--- config.mk ---
export PLATFORM = sky130hd
export DESIGN_NAME = jalr_target_queue
export DESIGN_NICKNAME = d
export VERILOG_FILES = /design/src/rtl/jalr_target_queue.sv
export SDC_FILE = /design/constraint.sdc
export NUM_CORES = 1
export LEC_CHECK = 0
export CAP_MARGIN = 10
export CORE_UTILIZATION = 55
export CTS_BUF_LIST = sky130_fd_sc_hd__clkbuf_8
export DETAILED_ROUTE_END_ITERATION = 8
export GPL_TIMING_DRIVEN = 1
export PLACE_DENSITY = 0.89
export SLEW_MARGIN = 20
export SYNTH_ARGS = -nofsm -noshare
export SYNTH_HDL_FRONTEND = slang
export SYNTH_SLANG_ARGS = --single-unit
export TNS_END_PERCENT = 5
--- constraint.sdc ---
create_clock -name i_clk -period 8.8 [get_ports i_clk]
set_input_delay 1.76 -clock i_clk [delete_from_list [all_inputs] [get_ports i_clk]]
set_output_delay 1.76 -clock i_clk [all_outputs]
set_load 0.02 [all_outputs]
--- src/rtl/jalr_target_queue.sv ---
// In-order queue of pending JALR instructions; snoops NUM_CDB result buses to resolve the base operand
// and presents the head's computed target and mispredict flag to commit.
module jalr_target_queue #(
  parameter int DEPTH   = 4,
  parameter int TAG_W   = 4,
  parameter int XLEN    = 32,
  parameter int NUM_CDB = 1
) (
  input  logic                       i_clk,
  input  logic                       i_reset,
  input  logic                       i_enq_valid,
  input  logic [TAG_W-1:0]           i_enq_tag,
  input  logic [XLEN-1:0]            i_enq_base,
  input  logic [XLEN-1:0]            i_enq_imm,
  input  logic [XLEN-1:0]            i_enq_pred_target,
  output logic                       o_enq_ready,
  input  logic [NUM_CDB-1:0]         i_cdb_valid,
  input  logic [NUM_CDB*TAG_W-1:0]   i_cdb_tag,
  input  logic [NUM_CDB*XLEN-1:0]    i_cdb_result,
  input  logic [NUM_CDB-1:0]         i_cdb_load_step1,
  input  logic                       i_deq_en,
  input  logic                       i_flush,
  output logic                       o_head_valid,
  output logic                       o_head_ready,
  output logic [XLEN-1:0]            o_head_target,
  output logic [XLEN-1:0]            o_head_pred_target,
  output logic                       o_head_mispredict,
  output logic [$clog2(DEPTH+1)-1:0] o_count
);

  localparam int PTR_W = $clog2(DEPTH);
  localparam int CNT_W = $clog2(DEPTH+1);

  logic [DEPTH-1:0] r_vld;
  logic [TAG_W-1:0] r_tag  [DEPTH];
  logic [XLEN-1:0]  r_base [DEPTH];
  logic [XLEN-1:0]  r_imm  [DEPTH];
  logic [XLEN-1:0]  r_pred [DEPTH];
  logic [PTR_W-1:0] r_rptr;
  logic [PTR_W-1:0] r_wptr;
  logic [CNT_W-1:0] r_count;

  logic             w_port_live [NUM_CDB];
  logic [TAG_W-1:0] w_port_tag  [NUM_CDB];
  logic [XLEN-1:0]  w_port_res  [NUM_CDB];
  logic [DEPTH-1:0] w_ent_hit;
  logic [XLEN-1:0]  w_ent_res   [DEPTH];
  logic             w_enq_hit;
  logic [XLEN-1:0]  w_enq_res;
  logic             w_enq;
  logic             w_deq;
  logic [PTR_W-1:0] w_rptr_nxt;
  logic [PTR_W-1:0] w_wptr_nxt;
  logic [XLEN-1:0]  w_head_sum;

  always_comb begin
    for (int p = 0; p < NUM_CDB; p++) begin
      w_port_live[p] = i_cdb_valid[p] & ~i_cdb_load_step1[p];
      w_port_tag[p]  = i_cdb_tag[p*TAG_W +: TAG_W];
      w_port_res[p]  = i_cdb_result[p*XLEN +: XLEN];
    end
  end

  // Scan ports high to low so the lowest matching index is the last assignment and wins.
  always_comb begin
    w_enq_hit = 1'b0;
    w_enq_res = '0;
    for (int p = NUM_CDB-1; p >= 0; p--) begin
      if (w_port_live[p] && (i_enq_tag != '0) && (w_port_tag[p] == i_enq_tag)) begin
        w_enq_hit = 1'b1;
        w_enq_res = w_port_res[p];
      end
    end
  end

  always_comb begin
    for (int i = 0; i < DEPTH; i++) begin
      w_ent_hit[i] = 1'b0;
      w_ent_res[i] = '0;
      for (int p = NUM_CDB-1; p >= 0; p--) begin
        if (r_vld[i] && w_port_live[p] && (r_tag[i] != '0) && (w_port_tag[p] == r_tag[i])) begin
          w_ent_hit[i] = 1'b1;
          w_ent_res[i] = w_port_res[p];
        end
      end
    end
  end

  assign o_enq_ready  = (r_count != CNT_W'(DEPTH));
  assign o_head_valid = (r_count != '0);
  assign o_head_ready = o_head_valid && (r_tag[r_rptr] == '0);
  assign w_enq        = i_enq_valid && o_enq_ready;
  assign w_deq        = i_deq_en && o_head_ready;
  assign w_rptr_nxt   = (r_rptr == PTR_W'(DEPTH-1)) ? '0 : r_rptr + 1'b1;
  assign w_wptr_nxt   = (r_wptr == PTR_W'(DEPTH-1)) ? '0 : r_wptr + 1'b1;

  always_ff @(posedge i_clk) begin
    if (i_reset || i_flush) begin
      r_rptr  <= '0;
      r_wptr  <= '0;
      r_count <= '0;
      r_vld   <= '0;
    end else begin
      if (w_deq) begin
        r_vld[r_rptr] <= 1'b0;
        r_rptr        <= w_rptr_nxt;
      end
      if (w_enq) begin
        r_vld[r_wptr] <= 1'b1;
        r_wptr        <= w_wptr_nxt;
      end
      if (w_enq && !w_deq) begin
        r_count <= r_count + 1'b1;
      end else if (!w_enq && w_deq) begin
        r_count <= r_count - 1'b1;
      end
    end
  end

  // Payload needs no reset: r_vld and r_count alone decide what is live.
  always_ff @(posedge i_clk) begin
    for (int i = 0; i < DEPTH; i++) begin
      if (w_ent_hit[i]) begin
        r_tag[i]  <= '0;
        r_base[i] <= w_ent_res[i];
      end
    end
    if (w_enq) begin
      r_tag[r_wptr]  <= w_enq_hit ? '0 : i_enq_tag;
      r_base[r_wptr] <= w_enq_hit ? w_enq_res : i_enq_base;
      r_imm[r_wptr]  <= i_enq_imm;
      r_pred[r_wptr] <= i_enq_pred_target;
    end
  end

  assign w_head_sum         = r_base[r_rptr] + r_imm[r_rptr];
  assign o_head_target      = {w_head_sum[XLEN-1:1], 1'b0};
  assign o_head_pred_target = r_pred[r_rptr];
  assign o_head_mispredict  = o_head_ready && (o_head_target != o_head_pred_target);
  assign o_count            = r_count;

endmodule

==> impl_metrics.py, run 1 <==
metrics = {
    "floorplanning": {
        "initial_core_util": 0.563,
        "die_area_um2": 36500,
        "fp.dieW_um": 191,
        "die_h_um": 191,
        "fp-row-count": 68,
        "core-area_um2": 34900,
        "io_pins": 214,
    },
    "yosys": {
        "netlist_instances": 1221,
        "synth_nets": 1405,
        "yosys_most_used_dff": "edfxtp_1",
        "synth-edff-count": 400,
        "synth_area_leaders": "edfxtp_1, mux4_2, mux2_2",
        "synth-seq-cells": 413,
        "synth.top_cell.area_share": 0.611,
        "yosysTopAreaCell": "edfxtp_1",
        "synth.distinct_cells": 74,
        "synthArstFlopShare": 0,
        "ys_seq_area_frac": 0.625,
        "syn-cell-area_um2": 19700,
        "synth.avg_cell_area_um2": 16.1,
        "yosysWarnings": 0,
    },
    "cts": {
        "clk_latency_ns": 0.61,
        "cts_sinks": 413,
        "htree_levels": 3,
        "cts_root_buf": "clkbuf_8",
        "ctsResizeCount": 0,
        "clk_pin_slew_worst_paths_ns": 0.06,
        "cts_buffers": 67,
        "postCtsSetupBuffers": 0,
        "cts_hold_buf": 0,
        "clk_path_buf_depth": 3,
        "cts_tree": "done",
    },
    "cells_and_area": {
        "n_fill_cell": 2286,
        "drive_gt1_frac": 0.234,
        "n_antenna_cell": 0,
        "final_cell_mix": "edfxtp_1, clkdlybuf4s50_1, mux2_2",
        "finalCoreUtilization": 0.674,
        "register_area_um2": 12300,
        "syn2layout_area_growth_pct": 19.7,
        "layout.nets": 1642,
        "multi_input_area_um2": 7040,
        "final_common_cell": "edfxtp_1",
    },
    "placed_design": {
        "io_buffer_count": 212,
        "routabilityCongestion": 0.930,
        "dp_hpwl_um": 33100,
    },
    "setup_path": {
        "crit_type": "reg -> out",
        "cp-start-kind": "register",
        "cp_max_fo": 36,
        "critPathCaptureType": "primary output",
        "crit_required_ns": 7.04,
        "worstPathArrival_ns": 6.27,
    },
    "timing": {
        "final_max_slew_viol_count": 0,
        "timing.fmax_mhz": 125,
        "period_share": 0.912,
        "hold_viol": 0,
        "fin_tns_setup_ns": 0,
        "rsz0062_at_grt": "false",
        "whs_ns": 0.471,
        "slew_headroom": 0.308,
        "worst_pin_slew_ns": 1.04,
        "period_minus_slack_ns": 8.03,
        "skew_ns": 0.0431,
        "setup_viol": 0,
    },
    "outcome": {
        "status": "finished clean",
    },
    "job": {
        "drv_cap": 0,
    },
    "global_route": {
        "grt_pass1_wl_um": 72500,
        "grt_pass1_vias": 12400,
        "grt_max_degree": 65,
        "grt_overflow_total": 0,
        "antenna_found_initial": 0,
        "grt_util_all_layers": 0.270,
    },
    "hold_path": {
        "hold_path_class": "reg -> reg",
    },
    "routing": {
        "drt_iter0_drc": 1114,
        "routed_wl_um": 49000,
        "drcViolationCount": 0,
        "post_drt_wl_per_cell_um": 24.9,
        "vias_per_cell": 6.21,
        "firstDrtPassIters": 6,
        "num_vias": 12200,
        "ant_nets": 0,
    },
    "power": {
        "p_leak_nw": 7.85,
        "vdd_ir_drop_max_mv": 0.109,
        "power_density_nw_per_um2": 201,
    },
}
final timing paths:
kind / startpoint / to / slack (ns) / cells past startpoint
hold reg to reg: r_vld[0] / r_vld[0] / 0.47 / 2
setup / recovery: register / o_head_mispredict / 0.77 / 14
hold / removal: r_vld[0] / r_vld[0] / 0.47 / 2
setup reg to reg: register / o_count[2] / 5.20 / 10
metrics by stage:
step           worst slack (ns)  instance area [um2]  total power, W  cells
4_1_cts                   0.730                23500         0.00475   1964
2_1_floorplan              1.13                19700         0.00280   1221
6_report                  0.772                23500         0.00474   1964
5_1_grt                   0.408                23500         0.00490   1964
3_3_place_gp               1.43                22300         0.00317   1844
3_5_place_dp               1.41                22300         0.00318   1844
cells in the mapped netlist (14+ instances only):
master	number
xnor2_1	39
nand2_1	61
nand3_1	16
mux4_2	95
nor4_1	14
a21oi_1	48
xor2_1	38
ha_1	39
inv_1	22
o21ai_0	25
clkbuf_1	50
mux2_2	128
nor2_1	57
edfxtp_1	400
worst max-delay path, cell delays in order, from the launching register on:
cell,delay [ns]
dfxtp_4,0.85
buf_4,0.40
mux4_2,0.55
ha_1,0.49
nor2_1,0.09
nor4b_1,0.54
a211o_1,0.21
mux2i_1,0.07
a2111oi_1,0.84
xor2_1,0.14
nor2_1,0.16
nand4_1,0.13
nor4_1,0.32
a41oi_1,0.24
clkdlybuf4s50_1,0.59
power breakdown:
part,internal [W],total [W],switching (W)
sequential,0.00222,0.00224,0.0000165
clock,0.000839,0.00158,0.000739
combinational,0.000398,0.000921,0.000523
sequential cells by signal, summed over array words and instances, names as in the netlist, named ones only:
| name | count |
|---|---|
| r_wptr | 2 |
| r_rptr | 2 |
| r_base | 128 |
| o_count | 3 |
| r_pred | 128 |
| r_tag | 16 |
| r_vld | 4 |
| r_imm | 128 |
layer usage:
| layer | part of all wire | vias to the layer above | global-route usage |
|---|---|---|---|
| met1 | 0.40 | 6121 | 0.366 |
| met5 | 0 | - | 0 |
| li1 | - | 5319 | - |
| met4 | 0.032 | 0 | 0.107 |
| met3 | 0.094 | 88 | 0.0547 |
| met2 | 0.48 | 667 | 0.431 |
area by class of cell:
class | instances | share of cell area
flip-flops and latches | 413 | 0.522
multi-input cells | 720 | 0.299
repair buffers | 234 | 0.0972
clock buffers | 71 | 0.0415
well taps | 455 | 0.0242
clock inverters | 49 | 0.0125
inverters | 22 | 0.00351
cells by family after synthesis:
logic type | after synthesis | synth area share
other | 1 | 0.000191
AND/OR/NAND/NOR | 221 | 0.0551
XOR/XNOR | 81 | 0.0390
buffers and inverters | 88 | 0.0192
multiplexers | 229 | 0.185
adder cells (fa/ha/maj) | 41 | 0.0269
AO/OA/AOI/OAI | 147 | 0.0499
flip-flops | 413 | 0.625
(Power assumes the default switching activity.)
==> run 2, diff against run 1 <==
- CORE_ASPECT_RATIO: default -> 1.75
==> run 2 against run 1 <==
Sequential power about the same; setup slack got worse by 0.31 ns; critical endpoint unchanged; register-to-register slack improved by 0.02 ns.
==> impl_metrics.py, run 2 (synthesis results as in run 1) <==
metrics = {
    "setup_path": {
        "rrSetupSlack_ns": 5.22,
        "critPathCaptureType": "primary output",
        "cp_slowest_stage_delay_ns": 0.95,
        "cp-start-kind": "register",
        "slowest_stage": "a2111oi_1",
        "worstPathCellList": "mux4_2, ha_1, and3_1, nor4b_1, a211o_1, mux2i_1, a2111oi_1, xor2_1, nor2_1, nand4_1, nor4_1, a41oi_1, clkdlybuf4s50_1",
        "worstPathArrival_ns": 6.57,
        "cp_max_fo": 37,
        "crit_required_ns": 7.04,
        "crit_type": "reg -> out",
    },
    "global_route": {
        "grt_util_all_layers": 0.270,
        "antenna_found_initial": 2,
        "grt_pass1_vias": 12700,
        "grt_overflow_total": 0,
        "grt_pass1_wl_um": 71600,
        "grt_max_degree": 65,
    },
    "timing": {
        "hold_viol": 0,
        "whs_ns": 0.480,
        "fin_ws_ns": 0.467,
        "period_share": 0.947,
        "period_minus_slack_ns": 8.33,
        "slew_headroom": 0.285,
        "setup_viol": 0,
        "skew_ns": 0.0395,
        "fin_tns_setup_ns": 0,
        "worst_pin_slew_ns": 1.07,
        "final_max_slew_viol_count": 0,
        "rsz0062_at_grt": "false",
        "timing.fmax_mhz": 120,
    },
    "placed_design": {
        "dp_hpwl_um": 33800,
        "place_ws_ns": 1.21,
        "routabilityCongestion": 0.933,
        "dpl_cell_area_um2": 22300,
        "io_buffer_count": 212,
        "dp_cells": 1851,
    },
    "outcome": {
        "status": "finished clean",
    },
    "cells_and_area": {
        "largestRegisters": "r_base x128, r_imm x128, r_pred x128",
        "final_cell_mix": "edfxtp_1, clkdlybuf4s50_1, mux2_2",
        "layout.nets": 1628,
        "finalNonFillerCells": 1951,
        "final_area_um2": 23200,
        "drive_gt1_frac": 0.224,
        "syn2layout_area_growth_pct": 18.3,
        "final_common_cell": "edfxtp_1",
        "n_fill_cell": 2360,
    },
    "routing": {
        "drt_iter0_drc": 862,
        "ant_nets": 0,
        "post_drt_wl_per_cell_um": 24.8,
        "firstDrtPassIters": 5,
        "vias_per_cell": 6.10,
        "num_vias": 11900,
        "routed_wl_um": 48500,
        "drcViolationCount": 0,
    },
    "power": {
        "p_leak_nw": 7.67,
        "switching_share": 0.273,
        "power_density_nw_per_um2": 192,
        "p_sw_w": 0.00122,
        "seqPwrFrac": 0.502,
        "vdd_ir_drop_max_mv": 0.111,
        "pwr-share-comb": 0.204,
        "p_int_w": 0.00324,
        "clock_power_share": 0.294,
    },
    "cts": {
        "cts_root_buf": "clkbuf_8",
        "clk_path_buf_depth": 3,
        "postCtsSetupBuffers": 0,
        "ctsResizeCount": 0,
        "cts_buffers": 56,
        "cts_tree": "done",
        "cts_hold_buf": 0,
        "htree_levels": 2,
        "clk_latency_ns": 0.63,
        "cts_sinks": 413,
        "clk_pin_slew_worst_paths_ns": 0.07,
    },
    "floorplanning": {
        "fp-row-count": 91,
        "io_pins": 214,
        "die_h_um": 252,
        "fp.dieW_um": 145,
        "core-area_um2": 35200,
        "die_area_um2": 36500,
        "initial_core_util": 0.559,
    },
    "hold_path": {
        "hold_path_class": "reg -> reg",
    },
    "job": {
        "drv_cap": 0,
    },
}
run 2: area by class of cell:
cell class                 count  area (um2)  area share
sequential                   413       12300       0.528
multi-input combinational    720        7040       0.303
timing repair buffer         231        2280      0.0980
clock buffer                  56         771      0.0332
tap                          465         582      0.0250
clock inverter                42         210     0.00904
inverter                      22        82.6     0.00355
antenna                        2        5.00    0.000215
run 2: metrics by stage:
stage,power (W),util
after floorplan,0.00280,-
after global placement,0.00316,0.633
after detailed placement,0.00318,0.633
after CTS,0.00447,0.661
after global routing,0.00461,0.661
final,0.00446,0.661
run 2: final timing paths:
path	from	to	cells past startpoint
worst max-delay path	register	o_head_mispredict	13
worst min-delay path	r_vld[1]	r_vld[1]	2
worst max register to register	register	o_count[2]	10
worst min register to register	r_vld[1]	r_vld[1]	2
run 2: routing by layer:
layer | vias up | global-route usage | part of all wire
met5 | - | 0 | 0
met4 | 0 | 0.143 | 0.045
met3 | 126 | 0.0554 | 0.065
met2 | 485 | 0.478 | 0.53
met1 | 6000 | 0.301 | 0.36
li1 | 5283 | - | -
run 2: power by group through the flow:
stage	clock, W	sequential (W)	combinational [W]
finish	0.00131	0.00224	0.000907
global route	0.00140	0.00224	0.000963
floorplan	0	0.00228	0.000521
CTS	0.00133	0.00224	0.000902
detailed placement	0	0.00228	0.000897
global placement	0	0.00227	0.000886
run 2: critical path: cells and delay by family, from the launching register on:
family / cells / cell delay (ns)
and+or+nand+nor: 5 / 1.75
muxes: 2 / 0.67
AOI/OAI and AO/OA: 3 / 1.39
adders and majority gates: 1 / 0.57
buffers and inverters: 1 / 0.58
xor gates and xnor gates: 1 / 0.15
DFF: 1 / 0.81
